$ cat src/rtl/token_arb_pkg.sv
// Shared types and constants for the token expander arbiter.
package token_arb_pkg;

    localparam int unsigned MULT_W_DEFAULT = 3;
    localparam int unsigned STAT_W         = 16;

    typedef enum logic [0:0] {
        IDLE   = 1'b0,
        EXPAND = 1'b1
    } state_e;

endpackage : token_arb_pkg

$ cat src/rtl/token_expander_arbiter_rr_arbiter.sv
// Round-robin arbiter: one-hot pick over req, rotating priority pointer.
// The pointer moves past the granted requester only when advance is high.
module rr_arbiter #(
    parameter  int unsigned N     = 4,
    localparam int unsigned IDX_W = $clog2(N)
) (
    input  logic             clk,
    input  logic             rst,
    input  logic [N-1:0]     req,
    input  logic             advance,
    output logic [N-1:0]     grant,
    output logic [IDX_W-1:0] grant_idx
);

    logic [IDX_W-1:0] ptr_q;
    logic             found;
    int unsigned      idx;

    // First requester at or after the pointer, wrapping around.
    always_comb begin
        grant     = '0;
        grant_idx = '0;
        found     = 1'b0;
        idx       = 0;
        for (int unsigned k = 0; k < N; k++) begin
            idx = 32'(ptr_q) + k;
            if (idx >= N) begin
                idx = idx - N;
            end
            if (!found && req[IDX_W'(idx)]) begin
                found                 = 1'b1;
                grant[IDX_W'(idx)]    = 1'b1;
                grant_idx             = IDX_W'(idx);
            end
        end
    end

    // Pointer: winner's successor becomes highest priority.
    always_ff @(posedge clk or negedge rst) begin
        if (!rst) begin
            ptr_q <= '0;
        end else if (advance) begin
            ptr_q <= (grant_idx == IDX_W'(N - 1)) ? '0 : grant_idx + IDX_W'(1);
        end
    end

endmodule : rr_arbiter

$ cat src/rtl/token_expander_arbiter.sv
// Shares one token expander between N_REQ requesters. Each accepted request
// becomes mult_cfg[i] tagged output tokens, one per cycle under out_ready.
// Optional macro TOKEN_ARB_STATS_EN adds per-requester token counters.
module token_expander_arbiter
    import token_arb_pkg::*;
#(
    parameter  int unsigned N_REQ  = 4,
    parameter  int unsigned MULT_W = MULT_W_DEFAULT,
    localparam int unsigned ID_W   = $clog2(N_REQ)
) (
    input  logic                      clk,
    input  logic                      rst,
    input  logic [N_REQ-1:0]          req_valid,
    output logic [N_REQ-1:0]          req_ready,
    input  logic [N_REQ*MULT_W-1:0]   mult_cfg,
    output logic                      out_valid,
    input  logic                      out_ready,
    output logic [ID_W-1:0]           out_id,
    output logic                      out_last,
    output logic                      busy
`ifdef TOKEN_ARB_STATS_EN
    ,
    output logic [N_REQ*STAT_W-1:0]   stat_tokens
`endif
);

    state_e             state_q, state_d;
    logic [MULT_W-1:0]  cnt_q, cnt_d;
    logic [ID_W-1:0]    id_q, id_d;
    logic [MULT_W-1:0]  mult_arr [N_REQ];
    logic [N_REQ-1:0]   grant;
    logic [ID_W-1:0]    grant_idx;
    logic               fire;
    logic               can_accept;
    logic               accept;

    for (genvar g = 0; g < N_REQ; g++) begin : g_cfg
        assign mult_arr[g] = mult_cfg[g*MULT_W +: MULT_W];
    end

    rr_arbiter #(.N(N_REQ)) u_rr (
        .clk       (clk),
        .rst       (rst),
        .req       (req_valid),
        .advance   (accept),
        .grant     (grant),
        .grant_idx (grant_idx)
    );

    // Outputs decode straight from registered state.
    assign out_valid = (state_q == EXPAND);
    assign busy      = (state_q == EXPAND);
    assign out_last  = (state_q == EXPAND) && (cnt_q == MULT_W'(1));
    assign out_id    = id_q;
    assign fire      = out_valid & out_ready;

    // Accept in IDLE or on the final token handshake (zero-bubble chaining).
    assign can_accept = rst & ((state_q == IDLE) | (fire & (cnt_q == MULT_W'(1))));
    assign req_ready  = grant & {N_REQ{can_accept}};
    assign accept     = |req_ready;

    // Next-state: count down the burst, load a new one on accept.
    always_comb begin
        state_d = state_q;
        cnt_d   = cnt_q;
        id_d    = id_q;
        if (fire) begin
            cnt_d = cnt_q - MULT_W'(1);
            if (cnt_q == MULT_W'(1)) begin
                state_d = IDLE;
            end
        end
        if (accept) begin
            id_d    = grant_idx;
            cnt_d   = mult_arr[grant_idx];
            state_d = (mult_arr[grant_idx] != '0) ? EXPAND : IDLE;
        end
    end

    // State, counter and owner registers.
    always_ff @(posedge clk or negedge rst) begin
        if (!rst) begin
            state_q <= IDLE;
            cnt_q   <= '0;
            id_q    <= '0;
        end else begin
            state_q <= state_d;
            cnt_q   <= cnt_d;
            id_q    <= id_d;
        end
    end

`ifdef TOKEN_ARB_STATS_EN
    for (genvar g = 0; g < N_REQ; g++) begin : g_stat
        logic [STAT_W-1:0] tok_cnt;

        // Saturating count of tokens delivered for requester g.
        always_ff @(posedge clk or negedge rst) begin
            if (!rst) begin
                tok_cnt <= '0;
            end else if (fire && (id_q == ID_W'(g)) && (tok_cnt != '1)) begin
                tok_cnt <= tok_cnt + STAT_W'(1);
            end
        end

        assign stat_tokens[g*STAT_W +: STAT_W] = tok_cnt;
    end
`endif

endmodule : token_expander_arbiter

$ cat config.mk
export PLATFORM = sky130hd
export DESIGN_NAME = token_expander_arbiter
export DESIGN_NICKNAME = d
export VERILOG_FILES = /design/src/rtl/token_arb_pkg.sv /design/src/rtl/token_expander_arbiter_rr_arbiter.sv /design/src/rtl/token_expander_arbiter.sv
export SDC_FILE = /design/constraint.sdc
export NUM_CORES = 1
export LEC_CHECK = 0
export ABC_AREA = 0
export BUFFER_PORTS_ARGS = -buffer_cell sky130_fd_sc_hd__buf_2
export CAP_MARGIN = 20
export CORE_MARGIN = 1
export CORE_UTILIZATION = 52
export DETAILED_ROUTE_END_ITERATION = 10
export GPL_ROUTABILITY_DRIVEN = 1
export PLACE_DENSITY = 0.9
export RECOVER_POWER = 100
export SLEW_MARGIN = 10
export SYNTH_ARGS = -nofsm -noshare
export SYNTH_HDL_FRONTEND = slang
export SYNTH_HIERARCHICAL = 1
export SYNTH_SLANG_ARGS = --single-unit
$ cat constraint.sdc
create_clock -name clk -period 4.2 [get_ports clk]
set_input_delay 0.21 -clock clk [delete_from_list [all_inputs] [get_ports clk]]
set_output_delay 0.21 -clock clk [all_outputs]
set_load 0.1 [all_outputs]
==> impl_results.md, run 1 <==
- Synth Net Count: between 100 and 150
- Pre-CTS WS: approximately 1.0 ns
- Warning count from the yosys run: 6
- Final Non-Filler Cells: approximately 160
- Max Fanout on Critical Path: 12
- Num CTS Buffers: 3
- Max_cap viols: 0
- Worst path cell trace: inv_1, ha_1, mux4_2, nor2b_4, a22oi_1, o21ai_1, and2_1, clkbuf_1
- Pwr dens: ~900 mW/mm^2
- Simple-gate share of the synthesized area: 14.95%
- CP Data Arrival Time: 3.38 ns
- Vias in the first global route: 798
- # DRC: 0
- Vias: 975
- Fin area: 0.001224 sq mm
- Internal power: 0.0004658 W
- Clock power frac: 5.5%
- Clock skew: 0.001396 ns
- CTS tree: yes
- Top delay family on crit path: buffers and inverters
- Setup TNS: 0 ns
- Net Sw Frac: 56.56%
- Worst path slowest cell: clkbuf_1
- Starting DRT DRC Count: 38
- P_leak: 0.5400 nW
- Min Tclk post-route: approximately 3.6 ns
- Max Clk Rate: approximately 280 MHz
- Final WS setup: 0.6131 ns
- Comb power frac: between 70% and 80%
- Sequential power share: around 15%
- Cells after synthesis: 111
- CP max stage delay: 0.86 ns
- Sequential area share after synthesis: a little under a fifth
- Maximum vdd drop: 0.0004806 V
- Tot GR Track Use: a little over a fifth
- Slew @ Worst Pin: approximately 1.2 ns
- Die Wd: roughly 48 um
- GPL Wtd Cong: about 0.86
- Commonest non-fill, non-tap cell in the layout: buf_2
- DIE AREA: around 0.0023 sq mm
- Clock-pin slew of the registers on the worst-case setup and hold paths: about 0.060 ns
- Post-synthesis xor/xnor area fraction: 1.598%
- Multiplexer share of the synthesized area: about 28%
- Via-to-Cell Ratio: 6.056
- IO Pins: 28
- Leading cell types in the layout, fill and taps excluded: buf_2, clkbuf_1
- Detailed Place HPWL: 1.793 mm
- First-pass GRT wire length: 3.519 mm
- Switching pwr: 0.0006065 W
- Critical Path RT: 3.99 ns
- Row count: 16
- Synth Area in Adders: 9.132%
- HP Class: input port to register
- Final period util: a little under nine tenths
- Initial antenna violation count: 0
- Crit Path Class: register to output port
- Final ANT Viol Nets: 0
- Routed len/inst: 14.27 um
- Largest net degree at the start of global routing: 21
- Synthesis-to-layout area growth: 11.64%
- Root Buffer: clkbuf_4
- Post-CTS Setup Bufs: 0
- Final setup viols: 0
- H-tree levels: 1
- Final Max Tran Viols: 0
- Compound-Gate Fraction of Synth Area: between 20% and 30%
- Status: finished clean
- Clock Latency Late Sink: 0.25 ns
- Library cells used by synthesis: 39
- CTS resizes: 0
- Final wirelength: 2.298 mm
- Final Hold Vio Count: 0
- Fin nets: 163
- RSZ-0062 raised after global routing: false
- Cell Area, Placed: 0.001219 sq mm
- #FFs+latches synth: 8
- First drt pass iteration count: 4
- Longest Clk Path Bufs: 2
- Grt total ovfl: 0
- Syn Area/Cell: ~9.9 sq um
- Initial Utilization: between 50% and 60%
- Cells after DPL: 157
- CP Launch Type: register
- Crit path buf inv count: 2
- Post-Syn Area: 0.001096 sq mm
- Die Y-Extent: approximately 48 um
- Input/output buffers: 27
- Fraction of layout instances using a drive strength above 1: 29.10%
- Combinational family with the most area after synthesis: multiplexers
- Slew headroom: 20.64%
- Clk sinks: 8
- Placeable Area: 0.001962 sq mm
- Number of diodes: 0
- Worst setup EP type: output port
[final cells by class]
cell class | instances | area (sq um)
Inverter | 6 | 22.52
Timing Repair Buffer | 29 | 140.1
Sequential cell | 8 | 200.2
Fill cell | 188 | 738.2
Multi-Input combinational cell | 88 | 804.5
Tap cell | 27 | 33.78
Clock buffer | 3 | 22.52
[Yosys cell counts, drive strengths merged]
cell type / count / share of area (%)
a21boi: 1 / 0.69
a21o: 1 / 0.69
a21oi: 1 / 0.80
a22oi: 8 / 5.5
and2: 4 / 2.3
and3b: 2 / 1.6
buf: 7 / 4.2
clkbuf: 2 / 0.69
dfrtp: 8 / 18
ha: 8 / 9.1
inv: 6 / 2.1
mux2: 8 / 8.2
mux2i: 8 / 8.4
mux4: 5 / 11
nand2: 6 / 2.1
nand3: 3 / 1.8
nand3b: 1 / 0.69
nand4: 1 / 0.57
nor2: 3 / 1.0
nor2b: 1 / 1.3
nor3: 4 / 1.8
nor3b: 1 / 0.69
o2111ai: 1 / 0.80
o211ai: 1 / 1.1
o21a: 1 / 0.69
o21ai: 8 / 4.3
o21ba: 1 / 1.5
o221ai: 3 / 2.4
o22ai: 2 / 1.1
o41ai: 1 / 1.5
or2: 2 / 1.1
xnor2: 2 / 1.6
[stage by stage]
stage / hold WS [ns] / power, W / util [%]
4_1_cts: 0.3403 / 0.001095 / 63.78
3_5_place_dp: 0.07516 / 0.001035 / 62.12
5_1_grt: 0.4065 / 0.001146 / 62.37
3_3_place_gp: 0.07010 / 0.0009988 / 62.12
2_1_floorplan: -0.08559 / 0.0009157 / -
6_report: 0.3658 / 0.001072 / 62.37
[tightest hold or removal path, delay by kind of cell]
family | cells | cell delay [ns]
AO/OA/AOI/OAI | 1 | 0.06
buffers and inverters | 1 | 0.12
AND/OR/NAND/NOR | 2 | 0.19
[cells by family after synthesis]
group | Yosys count
AO/OA/AOI/OAI | 29
AND/OR/NAND/NOR | 28
multiplexers | 21
buffers and inverters | 15
adder cells (fa/ha/maj) | 8
flip-flops | 8
XOR/XNOR | 2
[power groups by stage]
| stage | registers, W | clock network, W | logic, W |
|---|---|---|---|
| finish | 0.000160 | 0.0000588 | 0.000853 |
| global route | 0.000167 | 0.0000630 | 0.000916 |
| CTS | 0.000160 | 0.0000591 | 0.000876 |
| detailed placement | 0.000161 | 0 | 0.000874 |
| global placement | 0.000159 | 0 | 0.000840 |
| floorplan | 0.000244 | 0 | 0.000672 |
[timing repair]
item,4_1_cts,5_1_grt
endpoints found under the setup margin,0,0
endpoints found under the hold margin,8,0
hold buffers,1,0
[routing by layer]
| layer | routed length, um | global-route usage, % | share of wire [%] |
|---|---|---|---|
| met1 | 1011 | 30.70 | 44 |
| met2 | 1194 | 32.97 | 52 |
| met3 | 93 | 4.528 | 4.0 |
| met4 | 0 | 6.667 | 0 |
| met5 | 0 | 0 | 0 |
[final timing paths]
| path | start | to | slack, ns | cells past startpoint |
|---|---|---|---|---|
| worst max-delay path | u_rr/ptr_q[1] | req_ready[2] | 0.61 | 8 |
| worst min-delay path | out_ready | busy | 0.37 | 4 |
| worst max register to register | u_rr/ptr_q[1] | register | 0.67 | 11 |
| worst min register to register | out_id[0] | out_id[0] | 0.51 | 1 |
| max in group asynchronous | rst | u_rr/ptr_q[1] | 3.44 | 2 |
| min in group asynchronous | rst | cnt_q[0] | 0.43 | 2 |
No activity file was read; power rests on OpenSTA's default activity.
==> run 2, diff against run 1 <==
==> constraint.sdc (replaced) <==
create_clock -name clk -period 3.89 [get_ports clk]
set_input_delay 0.1945 -clock clk [delete_from_list [all_inputs] [get_ports clk]]
set_output_delay 0.1945 -clock clk [all_outputs]
set_load 0.1 [all_outputs]
==> run 2 against run 1 <==
  * Hold slack improved by 0.020 ns
  * Total power is 9.8% higher
  * Setup slack lost 0.042 ns
  * First-iteration DRC count decreased by 45%
  * Design area increased by 0.72%
  * Global-route usage up 2.6 points
  * Routed wire length is 9.8% higher
  * Sequential cell count unchanged
  * Highest routed layer is now met4
==> impl_results.md, run 2 (synthesized netlist as in run 1, its figures left out) <==
- CTS resizes: 0 (unchanged)
- Switching pwr: 0.0006718 W (+11%)
- Fraction of layout instances using a drive strength above 1: 32.84% (+3.7 points)
- Final WS setup: 0.5709 ns (-0.04223 ns)
- Die Wd: 47.91 um (unchanged)
- Final wirelength: 2.523 mm (+9.8%)
- Final setup viols: 0 (unchanged)
- Vias: 983 (+0.82%)
- CP max stage delay: 0.62 ns (-0.24 ns)
- H-tree levels: 1 (unchanged)
- Pwr dens: 955.5 mW/mm^2 (+9.0%)
- DIE AREA: 0.002295 sq mm (unchanged)
- Die Y-Extent: 47.91 um (unchanged)
- Comb power frac: 79.5% (about the same)
- Max_cap viols: 0 (unchanged)
- Fin nets: 163 (unchanged)
- Worst path slowest cell: dfrtp_1
- Grt total ovfl: 0 (unchanged)
- Row count: 16 (unchanged)
- Worst path cell trace: inv_1, ha_1, mux4_2, nor2b_4, a22oi_1, o21ai_0, o41ai_1, a21oi_2, mux2_2
- Clk sinks: 8 (unchanged)
- Final ANT Viol Nets: 0 (unchanged)
- Crit Path Class: register to register
- Max Fanout on Critical Path: 12 (unchanged)
- Final Hold Vio Count: 0 (unchanged)
- CP Data Arrival Time: 3.47 ns (+0.09 ns)
- Worst setup EP type: register
- Filler instances: 188 (unchanged)
- Vias in the first global route: 881 (+10%)
- Number of diodes: 0 (unchanged)
- Num CTS Buffers: 3 (unchanged)
- Area occupied by multi-input gates: 808.3 sq um (+0.47%)
- HP Class: input port to register
- First drt pass iteration count: 4 (unchanged)
- Longest Clk Path Bufs: 2 (unchanged)
- Tot GR Track Use: 24.21% (+2.6 points)
- Placeable Area: 0.001962 sq mm (unchanged)
- Top Usage Layer GRT: met2
- Cells after DPL: 157 (unchanged)
- GRT met2 Usage: 39.73% (+6.8 points)
- Clock power frac: 5.8% (+0.3 points)
- Status: finished clean
- Synthesis-to-layout area growth: 12.44%
- IO Pins: 28 (unchanged)
- Final total power: 0.001178 W (+9.8%)
- Maximum vdd drop: 0.0005704 V (+19%)
- Commonest non-fill, non-tap cell in the layout: buf_2
- Setup TNS: 0 ns (unchanged)
- Largest net degree at the start of global routing: 22 (+4.8%)
- Net Sw Frac: 57.05% (+0.49 points)
- # DRC: 0 (unchanged)
- Clock skew: 0.002388 ns (+0.0009925 ns)
- Final Max Tran Viols: 0 (unchanged)
- Input/output buffers: 27 (unchanged)
- Reg area: 200.2 sq um (unchanged)
- Met1 GRT Util: 30.59% (-0.10 points)
- CP Launch Type: register
- Critical Path RT: 4.04 ns (+0.05 ns)
- Clock-pin slew of the registers on the worst-case setup and hold paths: 0.06 ns (about the same)
- Initial antenna violation count: 0 (unchanged)
- Sequential power share: 14.7% (-0.3 points)
- First-pass GRT wire length: 3.926 mm (+12%)
- Clock Latency Late Sink: 0.27 ns (+0.02 ns)
- Hold_ws: 0.3854 ns (+0.01957 ns)
- Initial Utilization: 55.87% (unchanged)
- Max Clk Rate: around 300 MHz
- Starting DRT DRC Count: 21 (-45%)
- Detailed Place HPWL: 1.889 mm (+5.3%)
- P_leak: 0.5537 nW (+2.5%)
- Slew headroom: 21.98% (+1.3 points)
- Root Buffer: clkbuf_4
- Min Tclk post-route: 3.319 ns
- Met3 usage: 4.528% (unchanged)
- Internal power: 0.0005057 W (+8.6%)
- Slew @ Worst Pin: 1.175 ns (-0.02020 ns)
- Routed len/inst: 15.67 um (+9.8%)
- Via-to-Cell Ratio: 6.106 (+0.82%)
- RSZ-0062 raised after global routing: false
- GPL Wtd Cong: 0.8813 (+2.7%)
- Leading cell types in the layout, fill and taps excluded: buf_2, mux2_2, ha_1, dfrtp_1, a22oi_1
- Pre-CTS WS: 0.6568 ns (-0.3732 ns)
- Final period util: around 85%
- CTS tree: yes
- Final Non-Filler Cells: 161 (unchanged)
[run 2: final timing paths]
| kind | from | endpoint | slack, ns | depth (start not counted) |
|---|---|---|---|---|
| worst min-delay path | out_ready | busy | 0.39 | 4 |
| worst max-delay path | u_rr/ptr_q[1] | cnt_q[0] | 0.57 | 9 |
| min in group asynchronous | rst | cnt_q[1] | 0.43 | 2 |
| worst min register to register | out_id[1] | out_id[1] | 0.51 | 1 |
| max in group asynchronous | rst | asynchronous set/reset pin | 3.12 | 2 |
| worst max register to register | u_rr/ptr_q[1] | cnt_q[0] | 0.57 | 9 |
[run 2: power by group through the flow]
stage | clock network (W) | registers [W] | logic (W)
after CTS | 0.0000690 | 0.000173 | 0.000952
after global placement | 0 | 0.000172 | 0.000911
final | 0.0000682 | 0.000173 | 0.000936
after floorplan | 0 | 0.000263 | 0.000725
after detailed placement | 0 | 0.000174 | 0.000948
after global routing | 0.0000743 | 0.000181 | 0.00101
[run 2: per-stage QoR]
step                utilization [%]  area [sq um]
finish                        62.82          1232
global route                  62.82          1232
CTS                           63.78          1251
detailed placement            62.12          1219
global placement              62.12          1219
floorplan                         -          1096
[run 2: routing by layer]
| metal | part of all wire (%) | wire (um) |
|---|---|---|
| met4 | 3.1 | 78 |
| met2 | 51 | 1286 |
| met1 | 43 | 1086 |
| met3 | 2.8 | 71 |
| met5 | 0 | 0 |
[run 2: repair_timing]
item / CTS / global route
setup buffers: 0 / 0
hold buffers: 1 / 0
hold endpoints to repair: 8 / 0
[run 2: worst max-delay path, delay by kind of cell (launching register included)]
family          cells  cell delay [ns]
mux                 2             0.84
fa+ha+maj           1             0.49
flops               1             0.62
buf+inv             1             0.16
simple gates        1             0.19
compound gates      4             0.91
[run 2: area by class of cell]
cell class / count / share of cell area, %
Clock buffer: 3 / 1.827
Inverter: 6 / 1.827
Multi-Input combinational cell: 88 / 65.58
Sequential cell: 8 / 16.24
Tap cell: 27 / 2.741
Timing Repair Buffer: 29 / 11.78
